## src/rtl/pc_sequencer_pkg.sv

```systemverilog
// Shared types and constants for the fetch sequencer: FSM state encoding,
// the sequential increment and the redirect-select bundle.
package pc_sequencer_pkg;

  typedef enum logic [1:0] {
    S_BOOT  = 2'd0,
    S_FETCH = 2'd1,
    S_HOLD  = 2'd2,
    S_DRAIN = 2'd3
  } pcs_state_t;

  localparam int          PC_INC    = 4;
  localparam logic [31:0] WORD_ZERO = 32'h0;

  // Redirect requests from ID/EX; the mux resolves jr > jmp > br.
  typedef struct packed {
    logic jr;
    logic jmp;
    logic br;
  } redir_sel_t;

  function automatic logic any_redir(redir_sel_t s);
    return s.jr | s.jmp | s.br;
  endfunction

endpackage

```

## src/rtl/pc_sequencer_next_pc_mux.sv

```systemverilog
// Combinational next-PC selection: sequential pc+INC or a word-aligned
// redirect target, with a misalign flag on the raw target.
module pc_sequencer_next_pc_mux
  import pc_sequencer_pkg::*;
#(
  parameter int WIDTH = 32,
  parameter int INC   = PC_INC
) (
  input  redir_sel_t       sel,
  input  logic [WIDTH-1:0] pc,
  input  logic [WIDTH-1:0] br_target,
  input  logic [WIDTH-1:0] jmp_target,
  input  logic [WIDTH-1:0] jr_target,
  output logic [WIDTH-1:0] pc_plus4,
  output logic [WIDTH-1:0] next_pc,
  output logic             redirect,
  output logic             misalign
);

  logic [WIDTH-1:0] tgt;

  // Wraps modulo 2^WIDTH by construction.
  assign pc_plus4 = pc + WIDTH'(INC);

  // Priority pick of the raw redirect target.
  always_comb begin
    tgt = pc_plus4;
    if (sel.jr)       tgt = jr_target;
    else if (sel.jmp) tgt = jmp_target;
    else if (sel.br)  tgt = br_target;
  end

  assign redirect = any_redir(sel);
  assign misalign = redirect & (tgt[1:0] != 2'b00);
  // Low bits are forced to zero so the PC is always word aligned.
  assign next_pc  = redirect ? {tgt[WIDTH-1:2], 2'b00} : pc_plus4;

endmodule

```

## src/rtl/pc_sequencer.sv

```systemverilog
// Program counter and fetch sequencer: owns the PC, runs the imem req/ack
// handshake, honours hazard stalls and drains fetches squashed by redirects.
module pc_sequencer
  import pc_sequencer_pkg::*;
#(
  parameter int               WIDTH    = 32,
  parameter logic [WIDTH-1:0] RESET_PC = WIDTH'(WORD_ZERO),
  parameter int               INC      = PC_INC
) (
  input  logic             clk,
  input  logic             rst,
  input  logic             stall,
  input  logic             br_taken,
  input  logic [WIDTH-1:0] br_target,
  input  logic             jmp,
  input  logic [WIDTH-1:0] jmp_target,
  input  logic             jr,
  input  logic [WIDTH-1:0] jr_target,
  input  logic             imem_ack,
  output logic             imem_req,
  output logic [WIDTH-1:0] imem_addr,
  output logic [WIDTH-1:0] pc,
  output logic [WIDTH-1:0] pc_plus4,
  output logic             if_valid,
  output logic             flush,
  output logic             misalign
);

  pcs_state_t       state;
  redir_sel_t       sel;
  logic [WIDTH-1:0] next_pc;
  logic             redirect;
  logic             tgt_misalign;
  logic             redir_ok;

  assign sel = '{jr: jr, jmp: jmp, br: br_taken};

  pc_sequencer_next_pc_mux #(.WIDTH(WIDTH), .INC(INC)) u_mux (
    .sel        (sel),
    .pc         (pc),
    .br_target  (br_target),
    .jmp_target (jmp_target),
    .jr_target  (jr_target),
    .pc_plus4   (pc_plus4),
    .next_pc    (next_pc),
    .redirect   (redirect),
    .misalign   (tgt_misalign)
  );

  // Redirects are only acted on once the boot bubble is over.
  assign redir_ok  = redirect & (state != S_BOOT);
  assign flush     = redir_ok;
  assign misalign  = redir_ok & tgt_misalign;
  assign imem_addr = pc;

  // Word handed to IF/ID: a fresh ack, or the held word once stall drops.
  // A redirect always squashes, so flush and if_valid never coincide.
  always_comb begin
    if_valid = 1'b0;
    if (!redir_ok && !stall)
      if_valid = ((state == S_FETCH) && imem_ack) || (state == S_HOLD);
  end

  // Fetch FSM with the PC register and the registered imem request.
  always_ff @(posedge clk) begin
    if (rst) begin
      pc       <= RESET_PC;
      state    <= S_BOOT;
      imem_req <= 1'b0;
    end else begin
      case (state)
        S_BOOT: begin
          state    <= S_FETCH;
          imem_req <= 1'b1;
        end
        S_FETCH: begin
          if (redir_ok) begin
            pc <= next_pc;
            // Without ack the old fetch is still outstanding: drain it.
            if (!imem_ack) state <= S_DRAIN;
          end else if (imem_ack) begin
            if (stall) begin
              state    <= S_HOLD;
              imem_req <= 1'b0;
            end else begin
              pc <= pc_plus4;
            end
          end
        end
        S_HOLD: begin
          if (redir_ok) begin
            pc       <= next_pc;
            state    <= S_FETCH;
            imem_req <= 1'b1;
          end else if (!stall) begin
            pc       <= pc_plus4;
            state    <= S_FETCH;
            imem_req <= 1'b1;
          end
        end
        S_DRAIN: begin
          // The draining word is dropped; a newer redirect just moves pc.
          // Once acked nothing is outstanding, so fetch at the current pc.
          if (redir_ok) pc <= next_pc;
          if (imem_ack) state <= S_FETCH;
        end
        default: begin
          state    <= S_BOOT;
          imem_req <= 1'b0;
        end
      endcase
    end
  end

endmodule

```

## config.mk

```make
export PLATFORM = sky130hd
export DESIGN_NAME = pc_sequencer
export DESIGN_NICKNAME = d
export VERILOG_FILES = /design/src/rtl/pc_sequencer_pkg.sv /design/src/rtl/pc_sequencer_next_pc_mux.sv /design/src/rtl/pc_sequencer.sv
export SDC_FILE = /design/constraint.sdc
export NUM_CORES = 1
export LEC_CHECK = 0
export BUFFER_PORTS_ARGS = -buffer_cell sky130_fd_sc_hd__buf_2
export CAP_MARGIN = 20
export CORE_ASPECT_RATIO = 2
export CORE_MARGIN = 1.5
export CORE_UTILIZATION = 44
export CTS_BUF_LIST = sky130_fd_sc_hd__clkbuf_8
export CTS_CLUSTER_DIAMETER = 120
export CTS_CLUSTER_SIZE = 40
export DETAILED_ROUTE_END_ITERATION = 8
export PLACE_DENSITY_LB_ADDON = 0.05
export SETUP_SLACK_MARGIN = 0.2
export SYNTH_ARGS = -nofsm -noshare
export SYNTH_HDL_FRONTEND = slang
export SYNTH_SLANG_ARGS = --single-unit
```

## constraint.sdc

```tcl
create_clock -name clk -period 2.6 [get_ports clk]
set_input_delay 0.13 -clock clk [delete_from_list [all_inputs] [get_ports clk]]
set_output_delay 0.13 -clock clk [all_outputs]
set_load 0.005 [all_outputs]
```

# ---- Word-level counts from Yosys, hierarchy flattened
# Index checks and enable logic that the tools add are counted.
dict set report word_totals {
  in_bits 103
  elab_cells 59
  register_bits 35
  out_inout_bits 100
}
dict set report classes {
  add_sub_neg 1
  n_bitwise 5
  reduce_logical 13
  eq_ne 12
  n_mux 25
}
# op count
set op_table {}
lappend op_table {{two-way mux 32 bit} 9}
lappend op_table {{one-hot mux 32 bit (3 select lines)} 1}
lappend op_table {{adder 32 x 3 -> 32 bit, second input constant} 1}
lappend op_table {{two-way mux 2 bit} 7}
lappend op_table {{!= test 3 bit, second input constant} 4}
lappend op_table {{!= test 2 bit, second input constant} 5}
lappend op_table {{AND reduction 5 bit} 2}
lappend op_table {{one-hot mux 2 bit (4 select lines)} 1}
lappend op_table {{two-way mux 1 bit} 6}
lappend op_table {{nonzero test 3 bit} 2}
lappend op_table {{equality test 2 bit, second input constant} 2}
lappend op_table {{nonzero test 2 bit} 2}
lappend op_table {{bitwise AND 1 bit} 3}
lappend op_table {{one-hot mux 1 bit (3 select lines)} 1}
lappend op_table {{AND reduction 3 bit} 1}
lappend op_table {{equality test 2 x 1 -> 1 bit, second input constant} 1}
lappend op_table {{logical AND 1 bit} 2}
lappend op_table {{logical NOT 1 bit} 2}
lappend op_table {{logical NOT 2 bit} 1}
lappend op_table {{bitwise OR 1 bit} 2}
lappend op_table {{logical OR 1 bit} 1}

# ---- Depth between registers and ports, before layout
dict set report logic_depth {
  depth_word 7
  mapped_depth 9
  mapped_depth_nobuf 7
}

# ---- Hierarchy
# A second synthesis with hierarchy kept.
dict set report hier_totals {
  hier_cells 442
  hier_area_um2 3557.2
}
# module instances seq_area_each_um2 cells_each area_per_inst_um2
set by_module_without_submodules {}
lappend by_module_without_submodules {pc_sequencer 1 700.7 213 2011.9}
lappend by_module_without_submodules {pc_sequencer_next_pc_mux 1 0.0 229 1545.2}

# ---- Least setup slack after synthesis
# OpenSTA, ideal clock, no wires.
dict set report synth_path {
  path_kind {register to register}
  from {register pc[2], in the netlist imem_addr[2]}
  to {register pc[22], in the netlist imem_addr[22]}
  setup_ns 0.086
  n_path_buf 0
  slack_ns 0.701
  path_stages_with_launch 7
  t_arrival_ns 1.813
  period_less_slack_ns 1.899
  required_ns 2.514
  cell_sequence {dfxtp_1 ha_1 nand3_2 or4_4 nor4_4 xnor2_1 a211oi_1}
}
dict set report synth_via {
  elab_chain_len 7
  word_cells_on_any_way 11
  classes_between {1 x add/sub; 10 x mux}
}
# item line_no
set synth_lines {}
lappend synth_lines {{from (decl)} pc_sequencer.sv:22} ;# output logic [WIDTH-1:0] pc,
lappend synth_lines {{from (signal assigned)} pc_sequencer.sv:78} ;# pc <= next_pc;
lappend synth_lines {{from (signal assigned)} pc_sequencer.sv:86} ;# pc <= pc_plus4;
lappend synth_lines {{from (signal assigned)} pc_sequencer.sv:92} ;# pc <= next_pc;
lappend synth_lines {{adder 32 x 3 -> 32 bit (*)} pc_sequencer_next_pc_mux.sv:23} ;# assign pc_plus4 = pc + WIDTH'(INC);
lappend synth_lines {{two-way mux 32 bit} pc_sequencer_next_pc_mux.sv:30} ;# else if (sel.br) tgt = br_target;
lappend synth_lines {{two-way mux 32 bit} pc_sequencer_next_pc_mux.sv:29} ;# else if (sel.jmp) tgt = jmp_target;
lappend synth_lines {{two-way mux 32 bit} pc_sequencer_next_pc_mux.sv:28} ;# if (sel.jr) tgt = jr_target;
lappend synth_lines {{two-way mux 32 bit} pc_sequencer_next_pc_mux.sv:36} ;# assign next_pc = redirect ? {tgt[WIDTH-1:2], 2'b00} : pc_plus4;
lappend synth_lines {{two-way mux 32 bit (on tied branches)} {pc_sequencer.sv:104, pc_sequencer.sv:77, pc_sequencer.sv:91}}
lappend synth_lines {{one-hot mux 32 bit (3 select lines) (*)} pc_sequencer.sv:71} ;# case (state)
# Mark *: on every way between the ends. The rest lies on a longest branch, timed or not. The select of a mux whose other input is x is not followed.
# A chain may end at the register's enable or synchronous reset.

# ---- Worst setup path in the final report
dict set report layout_path {
  from {register pc[2], in the netlist imem_addr[2]}
  to {output port pc_plus4[16]}
}
dict set report layout_via {
  elab_chain_len 1
}
# item line_no
set layout_lines {}
lappend layout_lines {{adder 32 x 3 -> 32 bit} pc_sequencer_next_pc_mux.sv:23}
lappend layout_lines {{to (decl)} pc_sequencer.sv:23} ;# output logic [WIDTH-1:0] pc_plus4,
# Every way passes these cells.

==> key figures <==
STA
  • Final min period: 2.309 ns
  • Fin. max-slew vios: 0
  • Final worst path period share: 0.8882
  • Setup violators final: 0
  • Worst Skew: 0.01053 ns
  • Slew @ Worst Pin: 0.6771 ns
  • Hold Fails Final Rpt: 0
  • FMAX: 0.4330 GHz
  • RSZ-0062 raised after global routing: true
  • Setup TNS: 0 ns
  • Max_slew headroom: 0.5445

Power and ir drop
  • Static leakage: 1.997 nW
  • Pwr/cell area: 394.4 mW/mm^2
  • Worst vdd ir: 0.2871 mV

Clock tree
  • Clk_lat worst skew: 0.31 ns
  • CTS Hold Bufs: 0
  • Worst-path clk slew: 0.08 ns
  • CTS Buffer Depth: 2
  • Root buf cell: clkbuf_8
  • CTS H-Tree Depth: 2
  • CTS buffer count: 5
  • Sink Count: 35
  • CTS tree: built

Floorplanning
  • Core area: 0.006940 sq mm
  • IO Count: 203
  • Starting Density: 0.4527
  • FP Rows: 43
  • Die area: 0.007687 sq mm
  • Die W: 62.75 um
  • Die height: 122.5 um

Finish
  • Post-layout net count: 680
  • Fraction of layout cells with a size suffix above 1: 0.4514
  • Filler cells: 674
  • Register area: 709.4 sq um
  • Final Cell Area: 0.004179 sq mm
  • Most common cell after layout, fill and taps aside: buf_2
  • Multi-input logic area: 0.002096 sq mm
  • Final Non-Filler Cells: 667
  • Commonest non-fill, non-tap cells in the layout: buf_2 (202), nand2_1 (36), nor2_1 (32)
  • Area added between synthesis and finish: 33.01%

Worst setup path
  • Critical-path top delay cell: dfxtp_2
  • Worst setup path category: reg2out
  • CP max FO: 7
  • Worst path bufs/invs: 2
  • Slowest stage delay, CP: 0.40 ns
  • Data arrival time of the critical path: 2.18 ns
  • Req. time, crit path: 2.47 ns
  • Critical-path cell list: ha_2 > nand3_2 > nor4_4 > buf_4 > nand4_1 > xnor2_2 > buf_2
  • Crit end category: primary output
  • Cell family contributing the most delay on the critical path: simple AND/OR/NAND/NOR gates
  • CP Launch Type: flop

Routing
  • Final ANT Viol Nets: 0
  • DRC violations left: 0
  • Starting DRT DRC Count: 220
  • Via count: 3898
  • First drt pass iteration count: 5
  • Routed len/inst: 18.10 um
  • Vias per inst: 5.844
  • WL final: 12.07 mm

Yosys
  • Distinct cells, synth: 60
  • Cell taking the most area after synthesis: dfxtp_1
  • EDFF count, synth: 0
  • Syn_nets: 515
  • Seq/Total Area, Yosys: 0.2230
  • Area share of the largest cell type after synthesis: 0.2230
  • Mean Syn Cell Area: 7.644 sq um
  • Synth top area cells: dfxtp_1 (22%), buf_4 (8.1%), a22oi_1 (6.7%)
  • Top_reg_cell synth: dfxtp_1
  • Asr flop ratio synth: 0
  • Ys Warns: 0
  • Synthesized netlist cell count: 411
  • Post-Syn Area: 0.003142 sq mm
  • FF+latch count, synth: 35

Global route
  • Largest net degree at the start of global routing: 56
  • First-pass GRT wire length: 18.26 mm
  • Initial antenna violation count: 1
  • Global-route total usage across every layer: 0.3020
  • Grt total ovfl: 0
  • Vias in the first global route: 3636

Placement
  • Placed wire-length estimate: 8.999 mm
  • Port-buffer cells: 202
  • Post-DP Area: 0.003978 sq mm
  • GPL Wtd Cong: 0.9380
  • Inst Count DP: 652

Run
  • Max_cap viols: 0

Outcome
  • Status: finished clean

Hold path
  • Worst hold path type: in2reg
==> cells by family after synthesis <==
family | Yosys count | share of synthesized area
muxes | 2 | 0.006372
AOI/OAI and AO/OA | 123 | 0.2927
buffers and inverters | 70 | 0.1290
DFF | 35 | 0.2230
and+or+nand+nor | 147 | 0.2525
xor gates and xnor gates | 32 | 0.08921
adders and majority gates | 2 | 0.007168
==> per-layer routing <==
| metal | part of all wire | track usage | vias up |
|---|---|---|---|
| met2 | 0.54 | 0.5840 | 203 |
| met3 | 0.059 | 0.04308 | 38 |
| li1 | - | - | 1849 |
| met5 | 0 | 0 | - |
| met1 | 0.36 | 0.3123 | 1808 |
| met4 | 0.037 | 0.1472 | 0 |
==> worst register-to-register path: cells and delay by family (launching register included) <==
kind | cells | cell delay (ns)
simple gates | 4 | 1.05
flops | 1 | 0.40
fa+ha+maj | 1 | 0.25
buf+inv | 1 | 0.20
compound gates | 1 | 0.16
==> per-stage QoR <==
step	util	power (mW)	setup slack (ns)	hold WS, ns
final	0.6021	1.648	0.2907	0.1207
after global routing	0.6018	1.736	0.1799	0.1734
after CTS	0.5960	1.638	0.2209	0.1238
after detailed placement	0.5731	1.216	0.3407	0.4391
after global placement	0.5731	1.209	0.3370	0.4312
after floorplan	-	0.9858	0.7013	0.3367
==> sequential cells by signal, summed over array words and instances, names as in the netlist <==
| signal | flops |
|---|---|
| imem_addr | 32 |
| imem_req | 1 |
| state | 2 |
==> power breakdown <==
group,leakage [nW],switching (mW),internal [mW]
logic,1.66,0.275,0.274
registers,0.291,0.0895,0.583
clock network,0.0471,0.219,0.208
==> synthesized netlist by cell type, types with 3 or more instances <==
cell type  instances
and4_1             7
nand2b_1           4
o21ai_0           17
xnor2_1           20
xor2_1            12
and2_1             5
nand3_1           12
o2bb2ai_1          3
nand3b_1           3
a22oi_1           28
nor3_1            15
dfxtp_1           35
or2_2              3
o211ai_1           8
clkbuf_1          21
nor4_1             6
a211oi_1          20
buf_2              4
a21oi_1            7
nand4_1            6
buf_4             34
a221o_1            6
nor2_1            32
a311oi_1           3
inv_1              6
a31oi_1            9
and3_1             5
nand2_1           36
==> final timing paths <==
path                                                 from                          to  slack, ns  depth (start not counted)
worst max-delay path            imem_addr[2]$_SDFFE_PP0P_                pc_plus4[16]       0.29                          7
worst min-delay path                        jr_target[13]  imem_addr[13]$_SDFFE_PP0P_       0.12                          3
worst max register to register  imem_addr[2]$_SDFFE_PP0P_  imem_addr[16]$_SDFFE_PP0P_       0.49                          7
worst min register to register  imem_addr[3]$_SDFFE_PP0P_   imem_addr[3]$_SDFFE_PP0P_       0.53                          2
==> timing repair <==
action | CTS | global route
gates resized for setup | 6 | 10
setup buffers | 6 | 0
pin swaps | 3 | 1
cloned | 0 | 1
setup endpoints to repair | 10 | 12
==> area by class of cell <==
cell class	count	area share
diodes	1	0.0005988
clock buffers	6	0.01976
clock inverters	1	0.001198
inverters	8	0.007784
multi-input cells	307	0.5015
flip-flops and latches	35	0.1698
well taps	90	0.02695
repair buffers	219	0.2725
(Power assumes the default switching activity.)
